`config.mk`:
```
export PLATFORM = sky130hd
export DESIGN_NAME = zero_det_pipe
export DESIGN_NICKNAME = d
export VERILOG_FILES = /design/src/rtl/zero_det_pkg.sv /design/src/rtl/zero_det_pipe_or_reduce.sv /design/src/rtl/zero_det_pipe.sv
export SDC_FILE = /design/constraint.sdc
export NUM_CORES = 1
export LEC_CHECK = 0
export BUFFER_PORTS_ARGS = -buffer_cell sky130_fd_sc_hd__clkbuf_2
export CAP_MARGIN = 20
export CORE_MARGIN = 1.5
export CORE_UTILIZATION = 55
export DETAILED_ROUTE_END_ITERATION = 10
export GPL_TIMING_DRIVEN = 0
export HOLD_SLACK_MARGIN = 0.02
export PLACE_DENSITY = 0.78
export SLEW_MARGIN = 10
export SYNTH_ARGS = -nofsm -noshare
export SYNTH_HDL_FRONTEND = slang
export SYNTH_SLANG_ARGS = --single-unit
export TNS_END_PERCENT = 1
```
`constraint.sdc`:
```
create_clock -name clock -period 6.7 [get_ports clock]
set_clock_uncertainty 0.1 [all_clocks]
set_input_delay 1.34 -clock clock [delete_from_list [all_inputs] [get_ports clock]]
set_output_delay 1.34 -clock clock [all_outputs]
set_load 0.02 [all_outputs]
```
`src/rtl/zero_det_pkg.sv`:
```
// Shared constants and elaboration-time helpers for the zero / leading-zero detector.
package zero_det_pkg;

    localparam int WIDTH_MIN      = 8;
    localparam int WIDTH_MAX      = 64;
    localparam int STAGES_MIN     = 1;
    localparam int STAGES_MAX     = 3;
    localparam int LANE_WIDTH_MIN = 4;

    function automatic int clog2(input int value);
        int r;
        r = 0;
        for (int i = 0; i < 31; i++) begin
            if ((1 << i) < value) begin
                r = i + 1;
            end
        end
        return r;
    endfunction

    function automatic bit legal_params(input int width, input int lanes, input int stages);
        bit ok;
        ok = (width == 8) || (width == 16) || (width == 32) || (width == 64);
        ok = ok && (width >= WIDTH_MIN) && (width <= WIDTH_MAX);
        ok = ok && (lanes >= 1) && ((lanes & (lanes - 1)) == 0);
        ok = ok && (lanes <= width / LANE_WIDTH_MIN);
        ok = ok && (stages >= STAGES_MIN) && (stages <= STAGES_MAX);
        return ok;
    endfunction

    // Leading zeros of the low w bits of a (zero-extended) value.
    function automatic int count_lz(input logic [63:0] bits, input int w);
        int  n;
        bit  seen;
        n    = 0;
        seen = 1'b0;
        for (int i = 63; i >= 0; i--) begin
            if (i < w) begin
                if (bits[i]) begin
                    seen = 1'b1;
                end else if (!seen) begin
                    n++;
                end
            end
        end
        return n;
    endfunction

endpackage

```
`src/rtl/zero_det_pipe_or_reduce.sv`:
```
// W-bit OR reduction; one instance per lane forms the first level of the zero-detect tree.
module or_reduce #(
    parameter int W = 8
) (
    input  logic [W-1:0] in_bits,
    output logic         out_or
);

    assign out_or = |in_bits;

endmodule

```
`src/rtl/zero_det_pipe.sv`:
```
// Pipelined zero / per-lane zero / leading-zero-count detector with valid/ready flow control.
module zero_det_pipe
    import zero_det_pkg::*;
#(
    parameter int WIDTH       = 32,
    parameter int LANES       = 4,
    parameter int PIPE_STAGES = 2
) (
    input  logic                    clock,
    input  logic                    reset_n,
    input  logic                    in_valid,
    input  logic [WIDTH-1:0]        in_data,
    output logic                    in_ready,
    output logic                    out_valid,
    input  logic                    out_ready,
    output logic                    out_nonzero,
    output logic                    out_zero,
    output logic [LANES-1:0]        out_lane_zero,
    output logic [clog2(WIDTH):0]   out_lzc
);

    localparam int LW   = WIDTH / LANES;
    localparam int LZW  = clog2(WIDTH) + 1;
    localparam int LLZW = clog2(LW) + 1;

    if (!legal_params(WIDTH, LANES, PIPE_STAGES)) begin : g_bad_params
        $error("zero_det_pipe: illegal WIDTH/LANES/PIPE_STAGES combination");
    end

    logic                         advance;
    logic [LANES-1:0]             in_lane_nz;
    logic [LANES-1:0][LLZW-1:0]   in_lane_lzc;
    logic [LANES-1:0]             fin_lane_nz;
    logic [LANES-1:0][LLZW-1:0]   fin_lane_lzc;

    logic [PIPE_STAGES-1:0]       valid_q, valid_d;
    logic                         nonzero_q, nonzero_d;
    logic                         zero_q, zero_d;
    logic [LANES-1:0]             lane_zero_q, lane_zero_d;
    logic [LZW-1:0]               lzc_q, lzc_d;

    assign advance  = !valid_q[PIPE_STAGES-1] || out_ready;
    assign in_ready = advance;

    for (genvar k = 0; k < LANES; k++) begin : g_lane
        or_reduce #(.W(LW)) u_or_reduce (
            .in_bits (in_data[k*LW +: LW]),
            .out_or  (in_lane_nz[k])
        );
        assign in_lane_lzc[k] = LLZW'(count_lz(64'(in_data[k*LW +: LW]), LW));
    end

    // Lane results are the tree's intermediate nodes; extra stages carry them forward.
    if (PIPE_STAGES == 1) begin : g_single
        assign fin_lane_nz  = in_lane_nz;
        assign fin_lane_lzc = in_lane_lzc;
    end else begin : g_multi
        logic [LANES-1:0]           mid_nz_q  [PIPE_STAGES-1];
        logic [LANES-1:0]           mid_nz_d  [PIPE_STAGES-1];
        logic [LANES-1:0][LLZW-1:0] mid_lzc_q [PIPE_STAGES-1];
        logic [LANES-1:0][LLZW-1:0] mid_lzc_d [PIPE_STAGES-1];

        always_comb begin
            mid_nz_d  = mid_nz_q;
            mid_lzc_d = mid_lzc_q;
            if (advance) begin
                mid_nz_d[0]  = in_lane_nz;
                mid_lzc_d[0] = in_lane_lzc;
                for (int s = 1; s < PIPE_STAGES - 1; s++) begin
                    mid_nz_d[s]  = mid_nz_q[s-1];
                    mid_lzc_d[s] = mid_lzc_q[s-1];
                end
            end
        end

        always_ff @(posedge clock) begin
            if (!reset_n) begin
                for (int s = 0; s < PIPE_STAGES - 1; s++) begin
                    mid_nz_q[s]  <= '0;
                    mid_lzc_q[s] <= '0;
                end
            end else begin
                mid_nz_q  <= mid_nz_d;
                mid_lzc_q <= mid_lzc_d;
            end
        end

        assign fin_lane_nz  = mid_nz_q[PIPE_STAGES-2];
        assign fin_lane_lzc = mid_lzc_q[PIPE_STAGES-2];
    end

    always_comb begin
        valid_d = valid_q;
        if (advance) begin
            valid_d[0] = in_valid;
            for (int s = 1; s < PIPE_STAGES; s++) begin
                valid_d[s] = valid_q[s-1];
            end
        end
    end

    // Leading zeros: whole empty lanes above the first non-empty lane, plus that lane's count.
    always_comb begin
        logic found;
        found       = 1'b0;
        nonzero_d   = nonzero_q;
        zero_d      = zero_q;
        lane_zero_d = lane_zero_q;
        lzc_d       = lzc_q;
        if (advance) begin
            nonzero_d   = |fin_lane_nz;
            zero_d      = ~|fin_lane_nz;
            lane_zero_d = ~fin_lane_nz;
            lzc_d       = '0;
            for (int k = LANES - 1; k >= 0; k--) begin
                if (!found) begin
                    lzc_d = lzc_d + (fin_lane_nz[k] ? LZW'(fin_lane_lzc[k]) : LZW'(LW));
                    found = fin_lane_nz[k];
                end
            end
        end
    end

    always_ff @(posedge clock) begin
        if (!reset_n) begin
            valid_q     <= '0;
            nonzero_q   <= 1'b0;
            zero_q      <= 1'b0;
            lane_zero_q <= '0;
            lzc_q       <= '0;
        end else begin
            valid_q     <= valid_d;
            nonzero_q   <= nonzero_d;
            zero_q      <= zero_d;
            lane_zero_q <= lane_zero_d;
            lzc_q       <= lzc_d;
        end
    end

    assign out_valid     = valid_q[PIPE_STAGES-1];
    assign out_nonzero   = nonzero_q;
    assign out_zero      = zero_q;
    assign out_lane_zero = lane_zero_q;
    assign out_lzc       = lzc_q;

endmodule

```
# Yosys cells after proc, flatten, opt, wreduce, memory -nomap -nowiden
# Cells that the tools add are included.
[op_classes] add_sub_neg=31 muxes=103 bitwise_logic=1 reduce_logical=8
[op_table] cell="$mux W4" n=60
[op_table] cell="$add A4 B2 Y4 const B" n=24
[op_table] cell="$mux W1" n=37
[op_table] cell="$mux W6" n=6
[op_table] cell="$reduce_or A8 Y1" n=4
[op_table] cell="$add A6 B4 Y6" n=3
[op_table] cell="$add A1 B1 Y2 const B" n=4
[op_table] cell="$not A4 Y4" n=1
[op_table] cell="$reduce_or A4 Y1" n=1
[op_table] cell="$logic_not A1 Y1" n=2
[op_table] cell="$logic_or A1 B1 Y1" n=1
[totals] regBits=34 inputBits=36 out_inout_bits=14 word_cells=153

# Logic depth before layout (Yosys ltp)
# Gate-level depths: netlist (run 1).
[depth] ltp_word=22 ltp_mapped=19

# By module
# A second synthesis (run 1) with hierarchy kept.
[hier_totals] hier_cells=411 area_unflattened_um2=3083.0
[modules_own_cells] mod="zero_det_pipe" instances=1 cells_each=399 area_per_inst_um2=3017.9 seq_area_each_um2=680.7
[modules_own_cells] mod="or_reduce" instances=4 cells_each=3 area_per_inst_um2=16.3 seq_area_each_um2=0.0

# Worst setup path before layout (run 1)
# Ideal clock, no wire load.
[synth_path] path_type="input to register" from="input port in_data[7]" to="register g_multi.mid_lzc_q, in the netlist fin_lane_lzc[1]" t_arrival_ns=4.399 required_ns=6.483 path_slack_ns=2.083 cell_stages=15 path_cell_list="and2b_2 ha_1 mux2i_1 inv_1 ha_1 nand3b_1 xor2_1 o21ai_0 ha_1 o31a_2 ha_1 nor2b_1 a2111oi_4 nor3_1 a32o_1"
[synth_via] elab_chain_cells=22 elab_cells_between_ends=29 cone_classes="add/sub (7); mux (22)"
[synth_rtl] element="start, declared" line="zero_det_pipe.sv:12" rtl="input logic [WIDTH-1:0] in_data,"
[synth_rtl] element="$mux W1" line="zero_det_pkg.sv:39" rtl="if (bits[i]) begin"
[synth_rtl] element="$add A1 B1 Y2" line="zero_det_pkg.sv:42" rtl="n++;"
[synth_rtl] element="$mux W4" line="zero_det_pkg.sv:41" rtl="end else if (!seen) begin"
[synth_rtl] element="$mux W4" line="zero_det_pkg.sv:39"
[synth_rtl] element="$add A4 B2 Y4" line="zero_det_pkg.sv:42"
[synth_rtl] element="$mux W4" line="zero_det_pkg.sv:41"
[synth_rtl] element="$mux W4" line="zero_det_pkg.sv:39"
[synth_rtl] element="$add A4 B2 Y4" line="zero_det_pkg.sv:42"
[synth_rtl] element="(+6 left out)"
[synth_rtl] element="$mux W4" line="zero_det_pkg.sv:41"
[synth_rtl] element="$mux W4" line="zero_det_pkg.sv:39"
[synth_rtl] element="$add A4 B2 Y4" line="zero_det_pkg.sv:42"
[synth_rtl] element="$mux W4" line="zero_det_pkg.sv:41"
[synth_rtl] element="$mux W4" line="zero_det_pkg.sv:39"
[synth_rtl] element="$add A4 B2 Y4" line="zero_det_pkg.sv:42"
[synth_rtl] element="$mux W4" line="zero_det_pkg.sv:41"
[synth_rtl] element="$mux W4 (*)" line="zero_det_pkg.sv:39"
[synth_rtl] element="end signal, assigned" line="zero_det_pipe.sv:84" rtl="mid_lzc_q <= mid_lzc_d;"
[synth_rtl] element="end, declared" line="zero_det_pipe.sv:60" rtl="logic [LANES-1:0][LLZW-1:0] mid_lzc_q [PIPE_STAGES-1];"
# Every way passes the cells marked *; elsewhere a longest branch is shown, timed or not.
# A chain may end at the register's enable or synchronous reset.

# Worst setup path in the final report (run 1)
[layout_path] from="input port in_data[15]" to="register g_multi.mid_lzc_q, in the netlist fin_lane_lzc[7]"
# The elaborated chain is that of the path after synthesis.

==> results of run 1 <==
==> tightest hold or removal path, cell delays in order (launching register included) <==
cell and delay (ns):
dfxtp_1 0.31, nand2_1 0.05, a21oi_1 0.05
==> cell families after synthesis <==
logic type | after synthesis | share of synthesized area
AOI/OAI and AO/OA | 107 | 0.235
xor gates and xnor gates | 13 | 0.0371
adders and majority gates | 31 | 0.134
buffers and inverters | 30 | 0.0367
DFF | 34 | 0.222
muxes | 15 | 0.0522
and+or+nand+nor | 158 | 0.284
==> metal layers <==
layer | global-route usage | share of wire | up-vias
li1 | - | - | 1549
met1 | 0.325 | 0.46 | 1439
met2 | 0.442 | 0.48 | 79
met3 | 0.0353 | 0.037 | 17
met4 | 0.120 | 0.023 | 0
met5 | 0 | 0 | -
==> sequential cells by signal (all words and copies together) (netlist names) <==
register	flops
fin_lane_nz	4
out_nonzero	1
out_zero	1
fin_lane_lzc	16
valid_q	2
out_lzc	6
out_lane_zero	4
==> cell type report <==
cell class,count,area (um^2),share of cell area
inverter,17,63.8,0.0183
multi-input combinational,324,2280,0.653
clock buffer,6,72.6,0.0208
buffer,13,48.8,0.0140
tap,72,90.1,0.0259
sequential,34,681,0.195
clock inverter,1,7.51,0.00215
timing repair buffer,49,245,0.0704
==> through the flow <==
stage	setup WS, ns	util	instances	hold slack (ns)	power, mW
2_1_floorplan	2.08	-	388	0.327	0.329
3_3_place_gp	1.73	0.626	509	0.341	0.374
3_5_place_dp	1.69	0.626	509	0.344	0.380
4_1_cts	1.98	0.641	516	0.352	0.523
5_1_grt	1.57	0.641	516	0.365	0.553
6_report	1.94	0.641	516	0.354	0.524
==> power groups by stage <==
stage	combinational [mW]	clock, mW	sequential [mW]
6_report	0.155	0.147	0.222
5_1_grt	0.175	0.156	0.223
4_1_cts	0.155	0.147	0.222
3_5_place_dp	0.153	0	0.226
3_3_place_gp	0.148	0	0.226
2_1_floorplan	0.0978	0	0.231
==> cell usage after synthesis, drive strengths merged, types with 2 or more instances <==
library cell  number  share of area
inv               16          0.020
nor2b              8          0.016
a22oi              4         0.0098
and3               3         0.0061
dfxtp             34           0.22
mux2i              7          0.023
xnor2              7          0.020
xor2               6          0.017
a211oi            13          0.032
nor2              40          0.049
clkbuf            13          0.016
o211ai             2         0.0049
mux2               8          0.029
a32o               2         0.0065
a21o               7          0.017
nand2             20          0.024
nor3b              8          0.020
and3b              5          0.014
or3                4          0.010
a31o               3         0.0086
ha                28           0.11
a21oi             21          0.034
nand3b             3         0.0073
o21bai             3         0.0073
nor4b              2         0.0057
or4                3         0.0086
nand4              4         0.0082
a31oi              8          0.016
fa                 3          0.020
nand2b            13          0.026
nor4               3         0.0082
o21ai             27          0.044
a2111oi            2          0.012
nand3              9          0.015
o2111ai            4          0.011
nor3              18          0.031
o221ai             2         0.0057
and2              12          0.025
o31a               3         0.0090
==> final timing paths <==
check	cells after the start	start	to	slack, ns
max	14	in_data[15]	fin_lane_lzc[7]$_SDFFE_PN0P_	1.94
min	2	fin_lane_lzc[9]$_SDFFE_PN0P_	fin_lane_lzc[9]$_SDFFE_PN0P_	0.35
max reg2reg	16	fin_lane_nz[2]$_SDFFE_PN0P_	out_lzc[5]$_SDFFE_PN0P_	2.29
min reg2reg	2	fin_lane_lzc[9]$_SDFFE_PN0P_	fin_lane_lzc[9]$_SDFFE_PN0P_	0.35
==> impl_metrics.toml, run 1 <==
[outcome]
status = "finished, final reports clean"

[synthesis]
synthArstFlopShare = 0
yosys_register_bits = 34
syn_area_per_cell_um2 = 7.91
synthFlopType = "dfxtp_1"
syn_nets = 455
netlist_area_mm2 = 0.00307
ys_warn_count = 0
synthCells = 388
synth_edf_count = 0
ys_seq_area_frac = 0.222
synth_cell_types = 57

[worst_setup_path]
crit_family = "compound AO/OA/AOI/OAI gates"
path_buf_inv = 2
max_stage_delay_ns = 0.82
cp.required_ns = 6.75
path_max_fanout = 6
cpMostUsedCell = "ha_1"
worst_path_max_delay_cell = "a2111oi_0"
worst_ep_arrival_time_ns = 4.81
worstPathCellList = "clkbuf_2 -> nor2_1 -> ha_1 -> mux2i_1 -> inv_1 -> ha_1 -> xnor2_1 -> o21bai_1 -> ha_1 -> nor3b_1 -> nor4b_1 -> a2111oi_0 -> a31o_2 -> a31oi_1"
path_class = "input port to register"
cp-end-kind = "register"
cp-start-kind = "input port"

[sta]
setup_tns_ns = 0
drv_slew = 0
setup_viol = 0
slew_headroom = 0.349
rsz0062_at_grt = "no"
finalCriticalPeriod_ns = 4.76
finalHoldViolations = 0
fmax_mhz = 210
fin_crit_sh = 0.710
worstMarginPinSlew_ns = 0.951

[routing]
drcViolationCount = 0
drtAntennaViolNets = 0
firstDrtPassIters = 5
routed_wl_mm = 7.51
num_vias = 3084
via_per_inst = 5.98
routedWlPerCell_um = 14.6
drt-initial-drc-count = 151

[power_and_ir_drop]
p_comb_frac = 0.296
p_leak_nw = 1.55
seqPwrFrac = 0.424
swShare = 0.334
clockPowerShare = 0.280
p_sw_mw = 0.175
power_density_mw_per_mm2 = 150
ir_drop_mv = 0.0931
p_int_mw = 0.349

[clock_tree]
cts_sinks = 34
post-cts-setup-buffer-count = 0
cts_tree = "done"
htreeDepth = 2
cts_buffer_depth = 2
cts_buffers = 5
clk_pin_slew_worst_paths_ns = 0.07
worst_skew_pair.late_latency_ns = 0.29
root_buffer = "clkbuf_8"
cts_hold_buffers = 0
postCtsResizedCells = 0

[global_route]
gr-usage-all-layers = 0.261
grt_max_degree = 11
antenna_found_initial = 0
grt_pass1_wl_mm = 12.7
first_global_vias = 2918
overflow = 0

[placement]
dp_hpwl_mm = 5.82
portBuffers = 49
post_dp_cell_area_mm2 = 0.00340
gp_congestion = 0.911

[floorplan]
die_h_um = 77.7
dieArea_mm2 = 0.00604
fp-row-count = 27
ioPinCount = 50
core-area_mm2 = 0.00544
initial_utilization = 0.564
die_x_um = 77.7

[finish]
layout-drive-gt1-share = 0.171
num_antenna_cells = 0
final_common_cell = "clkbuf_2"
syn_to_final_growth_pct = 13.5
layout_common_cells = "49 x clkbuf_2, 40 x nor2_1, 34 x dfxtp_1"
fin_area_mm2 = 0.00348
num-fill-cells = 504
num-nets-final = 511

[min_path]
worst_hold_path_type = "register to register"

[flow_run]
max-cap-violations = 0
(Power assumes the default switching activity.)
==> run 2, diff against run 1 <==
==> constraint.sdc (replaced) <==
create_clock -name clock -period 4.4 [get_ports clock]
set_clock_uncertainty 0.1 [all_clocks]
set_input_delay 0.88 -clock clock [delete_from_list [all_inputs] [get_ports clock]]
set_output_delay 0.88 -clock clock [all_outputs]
set_load 0.02 [all_outputs]
==> impl_metrics.toml, run 2 (same netlist as run 1, synthesis figures left out) <==
[finish]
largest_register_ffs = 16
layout-drive-gt1-share = 0.187
final_common_cell = "clkbuf_2"
num-nets-final = 510
fin_util = 0.644
layout_common_cells = "50 x clkbuf_2, 39 x nor2_1, 33 x dfxtp_1"
num_antenna_cells = 0
num-fill-cells = 503
syn_to_final_growth_pct = 14.2

[clock_tree]
root_buffer = "clkbuf_8"
cts_buffer_depth = 2
clk_pin_slew_worst_paths_ns = 0.07
cts_buffers = 5
cts_sinks = 34
worst_skew_pair.late_latency_ns = 0.29
cts_tree = "done"
htreeDepth = 2

[routing]
firstDrtPassIters = 4
top_layer = "met4"
drtAntennaViolNets = 0
wl_met1_mm = 3.45
met3WireLength_um = 312
via_per_inst = 5.96
drt-initial-drc-count = 144
routed_wl_mm = 7.60
drcViolationCount = 0
wl_met2_mm = 3.66
num_vias = 3068
routedWlPerCell_um = 14.8

[worst_setup_path]
cp-start-kind = "input port"
worst_ep_arrival_time_ns = 4.29
path_class = "input port to register"
path_max_fanout = 5
cp.required_ns = 4.45
cp-end-kind = "register"

[global_route]
overflow = 0
antenna_found_initial = 0
grt_pass1_wl_mm = 12.7
gr-usage-all-layers = 0.261
first_global_vias = 2918
grt_max_degree = 11

[placement]
gp_congestion = 0.911
dp_hpwl_mm = 5.82
portBuffers = 49

[floorplan]
core-area_mm2 = 0.00544
die_h_um = 77.7
initial_utilization = 0.564
dieArea_mm2 = 0.00604
die_x_um = 77.7
ioPinCount = 50
fp-row-count = 27

[sta]
finalCriticalPeriod_ns = 4.24
fmax_mhz = 236
slew_headroom = 0.466
finalHoldViolations = 0
worstMarginPinSlew_ns = 0.794
hold_ws_ns = 0.352
fin_crit_sh = 0.963
drv_slew = 0
rsz0062_at_grt = "yes"
setup_viol = 0

[power_and_ir_drop]
power_density_mw_per_mm2 = 228
ir_drop_mv = 0.142
p_total_mw = 0.801
p_leak_nw = 1.55

[outcome]
status = "finished, final reports clean"

[flow_run]
max-cap-violations = 0

[min_path]
worst_hold_path_type = "register to register"
[run 2: changes by cell type in the layout (fill, tap and decap cells not counted)]
| cell | before | now |
|---|---|---|
| nor2_1 | 40 | 39 |
| clkbuf_1 | 14 | 12 |
| a21oi_1 | 21 | 20 |
| mux2i_1 | 7 | 6 |
| a211oi_2 | 0 | 1 |
| nor2_2 | 0 | 1 |
| mux2i_2 | 0 | 1 |
| clkbuf_2 | 49 | 50 |
| a21oi_2 | 0 | 1 |
| a211oi_1 | 13 | 12 |
| a2111oi_0 | 1 | 0 |
| a2111oi_2 | 0 | 1 |
| dfxtp_2 | 0 | 1 |
| dfxtp_1 | 34 | 33 |
[run 2: final timing paths]
kind                                                   start                             to  slack (ns)  depth (start not counted)
worst max-delay path                             in_data[30]  fin_lane_lzc[13]$_SDFFE_PN0P_        0.16                         18
worst min register to register  fin_lane_lzc[9]$_SDFFE_PN0P_   fin_lane_lzc[9]$_SDFFE_PN0P_        0.35                          2
worst max register to register   fin_lane_nz[3]$_SDFFE_PN0P_        out_lzc[5]$_SDFFE_PN0P_        0.28                         15
worst min-delay path            fin_lane_lzc[9]$_SDFFE_PN0P_   fin_lane_lzc[9]$_SDFFE_PN0P_        0.35                          2
[run 2: critical path, cell delays in order]
cell and delay [ns]:
clkbuf_2 0.12, nor2b_1 0.20, ha_1 0.32, and3b_1 0.23, a21o_1 0.19, ha_1 0.31, and3b_1 0.17, a2bb2oi_1 0.16
o22ai_1 0.10, nand3_1 0.08, nand2_1 0.07, ha_1 0.34, o2111ai_1 0.19, nand2_1 0.08, ha_1 0.30, mux2_2 0.25
o2111ai_1 0.18, a31oi_1 0.10
[run 2: repair_timing]
| action | CTS | global route |
|---|---|---|
| setup endpoints to repair | 0 | 5 |
| endpoints found under the hold margin | 0 | 0 |
| resized for setup | 0 | 9 |
| hold buffers | 0 | 0 |
| setup buffers | 0 | 0 |
[run 2: through the flow]
stage	TNS (ns)	cell area (um^2)	worst slack (ns)	std cells
finish	0	3500	0.161	515
global route	-0.0232	3500	-0.0232	515
CTS	0	3480	0.0324	516
detailed placement	-0.421	3400	-0.149	509
global placement	-0.266	3400	-0.115	509
floorplan	0	3070	0.243	388
[run 2: cell type report]
class                           instances  area, um^2  area share
Buffer                                 12        46.3      0.0132
Clock buffer                            6        72.6      0.0207
Clock inverter                          1        7.51     0.00214
Inverter                               17        63.8      0.0182
Multi-Input combinational cell        324        2300       0.655
Sequential cell                        34         682       0.195
Tap cell                               72        90.1      0.0257
Timing Repair Buffer                   49         245      0.0700
[run 2: layer usage]
layer / vias to the layer above / GRT usage
met4: 0 / 0.120
met1: 1419 / 0.325
met2: 86 / 0.442
li1: 1546 / -
met3: 17 / 0.0353
met5: - / 0
[run 2: power breakdown]
group / internal (mW) / leakage (nW) / switching [mW]
Clock: 0.108 / 0.0373 / 0.115
Combinational: 0.0976 / 1.24 / 0.140
Sequential: 0.326 / 0.280 / 0.0136
